===== config.mk =====
export PLATFORM = sky130hd
export DESIGN_NAME = hilo_muldiv
export DESIGN_NICKNAME = d
export VERILOG_FILES = /design/src/rtl/hilo_muldiv.sv
export SDC_FILE = /design/constraint.sdc
export NUM_CORES = 1
export LEC_CHECK = 0
export ABC_CLOCK_PERIOD_IN_PS = 4600
export BUFFER_PORTS_ARGS = -buffer_cell sky130_fd_sc_hd__buf_2
export CORE_MARGIN = 1.5
export CORE_UTILIZATION = 40
export DETAILED_ROUTE_END_ITERATION = 7
export PLACE_DENSITY = 0.58
export SKIP_CTS_REPAIR_TIMING = 1
export SYNTH_ARGS = -nofsm -noshare
export SYNTH_HDL_FRONTEND = slang
export SYNTH_SLANG_ARGS = --single-unit

===== constraint.sdc =====
create_clock -name clk -period 4.6 [get_ports clk]
set_input_delay 0 -clock clk [delete_from_list [all_inputs] [get_ports clk]]
set_output_delay 0 -clock clk [all_outputs]
set_load 0.02 [all_outputs]

===== src/rtl/hilo_muldiv.sv =====
// Iterative 32-bit MULT/MULTU/DIV/DIVU unit producing one combined HI/LO register-file write.
// Latency: start accepted in cycle T, write/done pulse in T+33, next start accepted at T+34.
// Backpressure: stall_o holds the issuing stage from acceptance until the write cycle; flush_i aborts.
module hilo_muldiv #(
  parameter int WIDTH = 32
) (
  input  logic               clk,
  input  logic               rst,
  input  logic               start_i,
  input  logic [1:0]         op_i,
  input  logic [WIDTH-1:0]   src1_i,
  input  logic [WIDTH-1:0]   src2_i,
  input  logic               flush_i,
  output logic               stall_o,
  output logic               done_o,
  output logic               hilo_we_o,
  output logic [1:0]         hilo_waddr_o,
  output logic [2*WIDTH-1:0] hilo_wdata_o
);

  localparam int CW = $clog2(WIDTH);

  typedef enum logic [1:0] {
    S_IDLE   = 2'd0,
    S_BUSY   = 2'd1,
    S_FINISH = 2'd2
  } state_t;

  state_t             state_q, state_d;
  logic [CW-1:0]      cnt_q;
  logic [1:0]         op_q;
  logic               neg_res_q;   // operand signs differ: negate product / quotient
  logic               neg_rem_q;   // dividend was negative: remainder takes its sign
  logic [WIDTH-1:0]   a_q;         // |multiplicand| (unused by divide once loaded)
  logic [WIDTH-1:0]   b_q;         // |divisor| (multiplier lives in acc_q low half)
  logic [2*WIDTH-1:0] acc_q;       // MUL: {partial hi, shifting multiplier}; DIV: {rem, quot}

  logic               accept;
  logic               last_iter;
  logic               op_signed;
  logic               sgn1, sgn2;
  logic [WIDTH-1:0]   mag1, mag2;
  logic [WIDTH:0]     mul_sum;
  logic [2*WIDTH-1:0] mul_next;
  logic [WIDTH+1:0]   div_trial;
  logic [2*WIDTH-1:0] div_next;
  logic [2*WIDTH-1:0] prod_fix;
  logic [WIDTH-1:0]   quot_fix, rem_fix;
  logic [WIDTH-1:0]   res_lo, res_hi;

  assign accept       = (state_q == S_IDLE) && start_i && !flush_i;
  assign last_iter    = (cnt_q == CW'(WIDTH - 1));
  assign hilo_waddr_o = 2'b01;

  // Operand magnitudes and sign flags for the incoming request (signed ops are MULT and DIV).
  always_comb begin
    op_signed = !op_i[0];
    sgn1      = op_signed && src1_i[WIDTH-1];
    sgn2      = op_signed && src2_i[WIDTH-1];
    mag1      = sgn1 ? -src1_i : src1_i;
    mag2      = sgn2 ? -src2_i : src2_i;
  end

  // One iteration of shift-add multiply and restoring divide on the magnitude registers.
  always_comb begin
    // Add multiplicand if the current multiplier LSB is set, then shift the whole thing right.
    mul_sum   = {1'b0, acc_q[2*WIDTH-1:WIDTH]} + (acc_q[0] ? {1'b0, a_q} : '0);
    mul_next  = {mul_sum, acc_q[WIDTH-1:1]};
    // Trial subtract from the left-shifted remainder (33 bits wide before the subtract).
    div_trial = {1'b0, acc_q[2*WIDTH-1:WIDTH-1]} - {2'b00, b_q};
    if (div_trial[WIDTH+1]) begin
      div_next = {acc_q[2*WIDTH-2:0], 1'b0};
    end else begin
      div_next = {div_trial[WIDTH-1:0], acc_q[WIDTH-2:0], 1'b1};
    end
  end

  // FSM state register.
  always_ff @(posedge clk or posedge rst) begin
    if (rst) begin
      state_q <= S_IDLE;
    end else begin
      state_q <= state_d;
    end
  end

  // Next-state and handshake outputs; FINISH never stalls so the pipeline advances with the write.
  always_comb begin
    state_d   = state_q;
    stall_o   = 1'b0;
    done_o    = 1'b0;
    hilo_we_o = 1'b0;
    case (state_q)
      S_IDLE: begin
        stall_o = start_i && !flush_i;
        if (accept) state_d = S_BUSY;
      end
      S_BUSY: begin
        stall_o = 1'b1;
        if (flush_i)        state_d = S_IDLE;
        else if (last_iter) state_d = S_FINISH;
      end
      S_FINISH: begin
        done_o    = !flush_i;
        hilo_we_o = !flush_i;
        state_d   = S_IDLE;
      end
      default: state_d = S_IDLE;
    endcase
  end

  // Datapath registers: capture operands on acceptance, iterate while busy, hold otherwise.
  always_ff @(posedge clk or posedge rst) begin
    if (rst) begin
      cnt_q     <= '0;
      op_q      <= '0;
      neg_res_q <= 1'b0;
      neg_rem_q <= 1'b0;
      a_q       <= '0;
      b_q       <= '0;
      acc_q     <= '0;
    end else if (accept) begin
      cnt_q     <= '0;
      op_q      <= op_i;
      neg_res_q <= sgn1 ^ sgn2;
      neg_rem_q <= sgn1;
      a_q       <= mag1;
      b_q       <= mag2;
      acc_q     <= {{WIDTH{1'b0}}, (op_i[1] ? mag1 : mag2)};
    end else if (state_q == S_BUSY) begin
      cnt_q     <= cnt_q + CW'(1);
      acc_q     <= op_q[1] ? div_next : mul_next;
    end
  end

  // Sign fix-up of the magnitude result; {LO, HI} packing for the write port.
  always_comb begin
    prod_fix = neg_res_q ? -acc_q : acc_q;
    quot_fix = neg_res_q ? -acc_q[WIDTH-1:0] : acc_q[WIDTH-1:0];
    rem_fix  = neg_rem_q ? -acc_q[2*WIDTH-1:WIDTH] : acc_q[2*WIDTH-1:WIDTH];
    res_lo   = prod_fix[WIDTH-1:0];
    res_hi   = prod_fix[2*WIDTH-1:WIDTH];
    if (op_q[1]) begin
      // Divide by zero leaves rem = |dividend|; re-applying the dividend sign restores src1
      // bit-for-bit, so HI already equals the raw dividend. Only LO needs overriding.
      res_lo = (b_q == '0) ? '1 : quot_fix;
      res_hi = rem_fix;
    end
    hilo_wdata_o = {res_lo, res_hi};
  end

endmodule


==> After elaboration in Yosys (flattened, before gate mapping) <==
Cells that the tools add are included.
{ "op_classes": {"mux": 22, "n_eq_ne": 5, "bitwise_logic": 1, "addsub": 8, "reduce_logical": 11} }
{ "op_table": {"columns": ["op", "count"], "rows": [
  ["two-way mux 64 bit", 5],
  ["two-way mux 32 bit", 9],
  ["negation 32 bit", 4],
  ["negation 64 bit", 1],
  ["subtractor 33 x 32 -> 34 bit", 1],
  ["adder 32 x 32 -> 33 bit", 1],
  ["zero test 32 bit", 1],
  ["two-way mux 5 bit", 2],
  ["two-way mux 2 bit", 3],
  ["adder 5 x 1 -> 5 bit (second input constant)", 1],
  ["== test 5 bit (second input constant)", 1],
  ["logical AND 1 bit", 5],
  ["one-hot mux 2 bit (2 select lines)", 1],
  ["inequality test 3 bit (second input constant)", 1],
  ["== test 2 x 1 -> 1 bit (second input constant)", 1],
  ["== test 2 bit (second input constant)", 1],
  ["zero test 1 bit", 2],
  ["zero test 2 bit", 1],
  ["inequality test 2 bit (second input constant)", 1],
  ["one-hot mux 1 bit (2 select lines)", 1],
  ["AND reduction 2 bit", 1],
  ["nonzero test 2 bit", 1],
  ["two-way mux 1 bit", 1],
  ["XOR 1 bit", 1]
]} }
{ "word_totals": {"inputBits": 70, "register_bits": 139, "wordCells": 55} }

==> Longest topological paths before layout <==
{ "logic_depth": {"ltp_word": 5, "depth_mapped": 15} }

==> Least setup slack after synthesis <==
OpenSTA, ideal clock, no wires.
{ "synth_timing": {"path_type": "reg-to-reg", "start": "register acc_q[0]", "end": "register acc_q[62]", "required_time_ps": 4465, "setup_slack_ps": 1370, "setup_time_ps": 135, "stages_incl_launch_ff": 15, "t_arrival_ps": 3095, "path_cell_list": "dfrtp_1 > clkbuf_1 > nand2_1 > inv_1 > ha_1 > a211oi_1 > o21ai_0 > a211oi_1 > o21ai_0 > a221o_1 > a31oi_1 > o31ai_1 > a221oi_1 > xor2_1 > o211ai_1"} }
{ "synth_between": {"elab_chain_len": 5} }
{ "synth_rtl": {"columns": ["element", "line", "text"], "rows": [
  ["start: declaration", "36", "logic [2*WIDTH-1:0] acc_q;"],
  ["start signal: assignment", "129", "acc_q <= {{WIDTH{1'b0}}, (op_i[1] ? mag1 : mag2)};"],
  ["start signal: assignment", "132", "acc_q <= op_q[1] ? div_next : mul_next;"],
  ["two-way mux 32 bit", "67", "mul_sum = {1'b0, acc_q[2*WIDTH-1:WIDTH]} + (acc_q[0] ? {1'b0, a_q} : '0);"],
  ["adder 32 x 32 -> 33 bit", "67", null],
  ["two-way mux 64 bit", "132", null],
  ["two-way mux 64 bit", "130", "end else if (state_q == S_BUSY) begin"],
  ["two-way mux 64 bit", "122", "end else if (accept) begin"]
]} }
No other way between the ends. The select of a mux whose other input is x is not followed.
A chain may end at the register's enable or synchronous reset.

==> Final worst setup path <==
{ "layout_timing": {"start": "register acc_q[12]", "end": "output port hilo_wdata_o[10]"} }
{ "layout_between": {"elab_chain_len": 3} }
{ "layout_rtl": {"columns": ["element", "line", "text"], "rows": [
  ["negation 64 bit", "138", "prod_fix = neg_res_q ? -acc_q : acc_q;"],
  ["two-way mux 64 bit", "138", null],
  ["two-way mux 32 bit", "143", "if (op_q[1]) begin"],
  ["end: declaration", "18", "output logic [2*WIDTH-1:0] hilo_wdata_o"]
]} }
No other way between the ends.

==> results.toml <==
[status]
status = "finished with violations"
violations = "negative hold slack"

[job]
cap_violations = 0

[final_layout]
drive_gt1_share_pct = 12.0
syn_to_final_growth_pct = 15.3
diodes = 0
nNetsFinal = 1953

[sta]
worst_slew_pin_slew_ps = 1160
maxSlewViolCount = 0
fin_tns_setup_ps = 0
finalSetupViolCount = 0
rsz0062_at_grt = "no"
clock_skew_ps = 15.4
hold_viol = 15
clock.fmax_ghz = 0.242
period_share_pct = 90.0
whs_ps = -50.4
fin_ws_ps = 459
min_period_ps = 4140
slew_headroom_pct = 22.8

[synth]
synth_edf_count = 0
synth_flop_cell = "dfrtp_1"
synth.distinct_cells = 71
ys_warn_count = 0
yosysSeqAreaShare_pct = 26.5
syn_area_um2 = 13000
synthArstFlopShare_pct = 100
synth_fp_nets = 1849
synth_area_per_cell_um2 = 7.64
synth_seq_cells = 138
syn_inst = 1707

[clock_network]
cts_max_path_buffers = 2
root_buffer = "clkbuf_16"
clock_sinks = 138
clkTransAtPathRegs_ps = 70
h-tree-depth = 4
numCtsBuffers = 17
cts_tree = "built"
worstSkewPairLatency_ps = 440

[route]
num_vias = 13000
via_per_inst = 5.74
antenna_left = 0
first_pass_iters = 5
post-route-drc-count = 0
drt_iter0_drc = 874
routed_wl_mm = 44.4
wire_per_inst_um = 19.7

[global_route]
grt_first_pass_wirelength_mm = 68.3
grt_pass1_vias = 11800
grt_usage_pct = 26.3
antenna_found_initial = 1
grt_overflow = 0
grt_max_degree = 106

[floorplanning]
die_area_um2 = 33700
num_rows = 65
die_x_um = 184
io_pins = 139
start_util_pct = 41.0
die_y_um = 184
core_area_um2 = 31800

[worst_setup_path]
worst_ep_arrival_time_ps = 4140
cp_max_fo = 11
startpoint_type = "flip-flop"
worstPathRequired_ps = 4600
crit_path_end_kind = "primary output"
critical_path_class = "reg -> out"

[pwr]
ir_worst_vdd_mv = 0.249
cellPowerDensity_nw_per_um2 = 646
power_leakage_nw = 6.81

[place]
gp_congestion = 0.911
place.port_buffers = 136
dp_slack_ps = 893
dpl.hpwl_mm = 33.8

[min_path]
hp-class = "in -> reg"
## cell type report
cell class | count | area (µm²)
clock buffers | 17 | 425
clock inverters | 15 | 223
fillers | 3203 | 16800
inverters | 66 | 253
multi-input cells | 1397 | 8940
flip-flops and latches | 138 | 3460
well taps | 435 | 544
repair buffers | 191 | 1190
## sequential cells by signal, summed over array words and instances (netlist names)
signal     flops
acc_q         64
neg_rem_q      1
a_q           32
neg_res_q      1
op_q           1
state_q        2
cnt_q          5
b_q           32
## layer usage
metal  global-route usage [%]  up-vias  routed length, µm
met1                     39.3     6163              21500
met4                     6.75        0                811
met3                     2.91       38               2680
met2                     39.9      446              19400
met5                        0        -                  0
li1                         -     6314                  -
## cell families after synthesis
kind of cell	after synthesis	share of synthesized area, %
AOI/OAI and AO/OA	525	24.6
xor gates and xnor gates	173	11.6
adders and majority gates	72	7.03
buffers and inverters	172	5.11
DFF	138	26.5
muxes	53	4.12
other	2	0.0576
and+or+nand+nor	572	21.0
## final timing paths
| kind | startpoint | end | slack (ps) | cells after the start |
|---|---|---|---|---|
| min in group asynchronous | rst | acc_q[34]$_DFFE_PP0P_ | 320 | 3 |
| max | acc_q[12]$_DFFE_PP0P_ | hilo_wdata_o[10] | 460 | 10 |
| max reg2reg | acc_q[0]$_DFFE_PP0P_ | acc_q[62]$_DFFE_PP0P_ | 840 | 13 |
| min reg2reg | a_q[3]$_DFFE_PP0P_ | a_q[3]$_DFFE_PP0P_ | 470 | 2 |
| min | src1_i[24] | a_q[24]$_DFFE_PP0P_ | -50 | 3 |
| max in group asynchronous | rst | b_q[14]$_DFFE_PP0P_ | 3110 | 4 |
## synth_stat cells, types with 5 or more instances
library cell / instances / area [µm²]
o221ai_1: 12 / 105
a41oi_1: 5 / 43.8
or4_1: 18 / 135
nor2_1: 108 / 405
o41ai_1: 10 / 87.6
nand2b_1: 16 / 100
mux2_2: 5 / 56.3
o21ai_0: 198 / 991
o31ai_1: 24 / 180
o21a_1: 8 / 60.1
o211ai_1: 30 / 225
nand4_1: 13 / 81.3
and2_1: 35 / 219
nor4_1: 21 / 131
nor3_1: 27 / 135
o21bai_1: 5 / 37.5
nand3_1: 38 / 190
mux2i_1: 48 / 480
ha_1: 70 / 876
a21oi_1: 120 / 601
nand2_1: 233 / 875
a221oi_1: 6 / 52.6
buf_1: 7 / 26.3
a211oi_1: 9 / 67.6
a21o_1: 38 / 285
dfrtp_1: 138 / 3450
and3_1: 13 / 81.3
o22ai_1: 7 / 43.8
inv_1: 66 / 248
or3_1: 11 / 68.8
xnor2_1: 73 / 639
xor2_1: 100 / 876
nor2b_1: 10 / 62.6
a31oi_1: 21 / 131
clkbuf_1: 94 / 353
or2_2: 6 / 37.5
## per-stage QoR
stage	hold slack (ps)	util [%]	std cells	cell area, µm²	total power [mW]
floorplan	69.8	-	1707	13000	6.37
finish	-50.4	47.3	2259	15000	9.71
global placement	235	44.2	2193	14000	8.00
detailed placement	245	44.2	2193	14000	8.03
global route	1.18	47.3	2259	15000	10.4
CTS	-223	46.2	2225	14700	9.62
## placed cells by master, fill, tap and decap left out, drive strengths merged, types with 38 or more instances in the layout
cell type | synthesis | layout
nand3 | 38 | 38
o21ai | 201 | 201
a21oi | 120 | 120
buf | 12 | 157
mux2i | 48 | 48
ha | 70 | 70
nor2 | 109 | 109
xor2 | 100 | 100
nand2 | 233 | 233
inv | 66 | 75
dfrtp | 138 | 138
a21o | 38 | 38
xnor2 | 73 | 73
## critical path, stage by stage (launching register included)
cell,delay [ps]
dfrtp_1,470
or4_4,610
nor4_4,190
nand3b_2,160
or4_4,540
or3_1,500
nand3_1,420
nand2b_1,130
o41ai_1,340
xnor2_1,160
buf_2,180
## power breakdown
group / switching (mW) / internal, mW
Clock: 0.642 / 0.932
Sequential: 0.648 / 1.57
Combinational: 3.59 / 2.33
No activity file was read; power rests on OpenSTA's default activity.
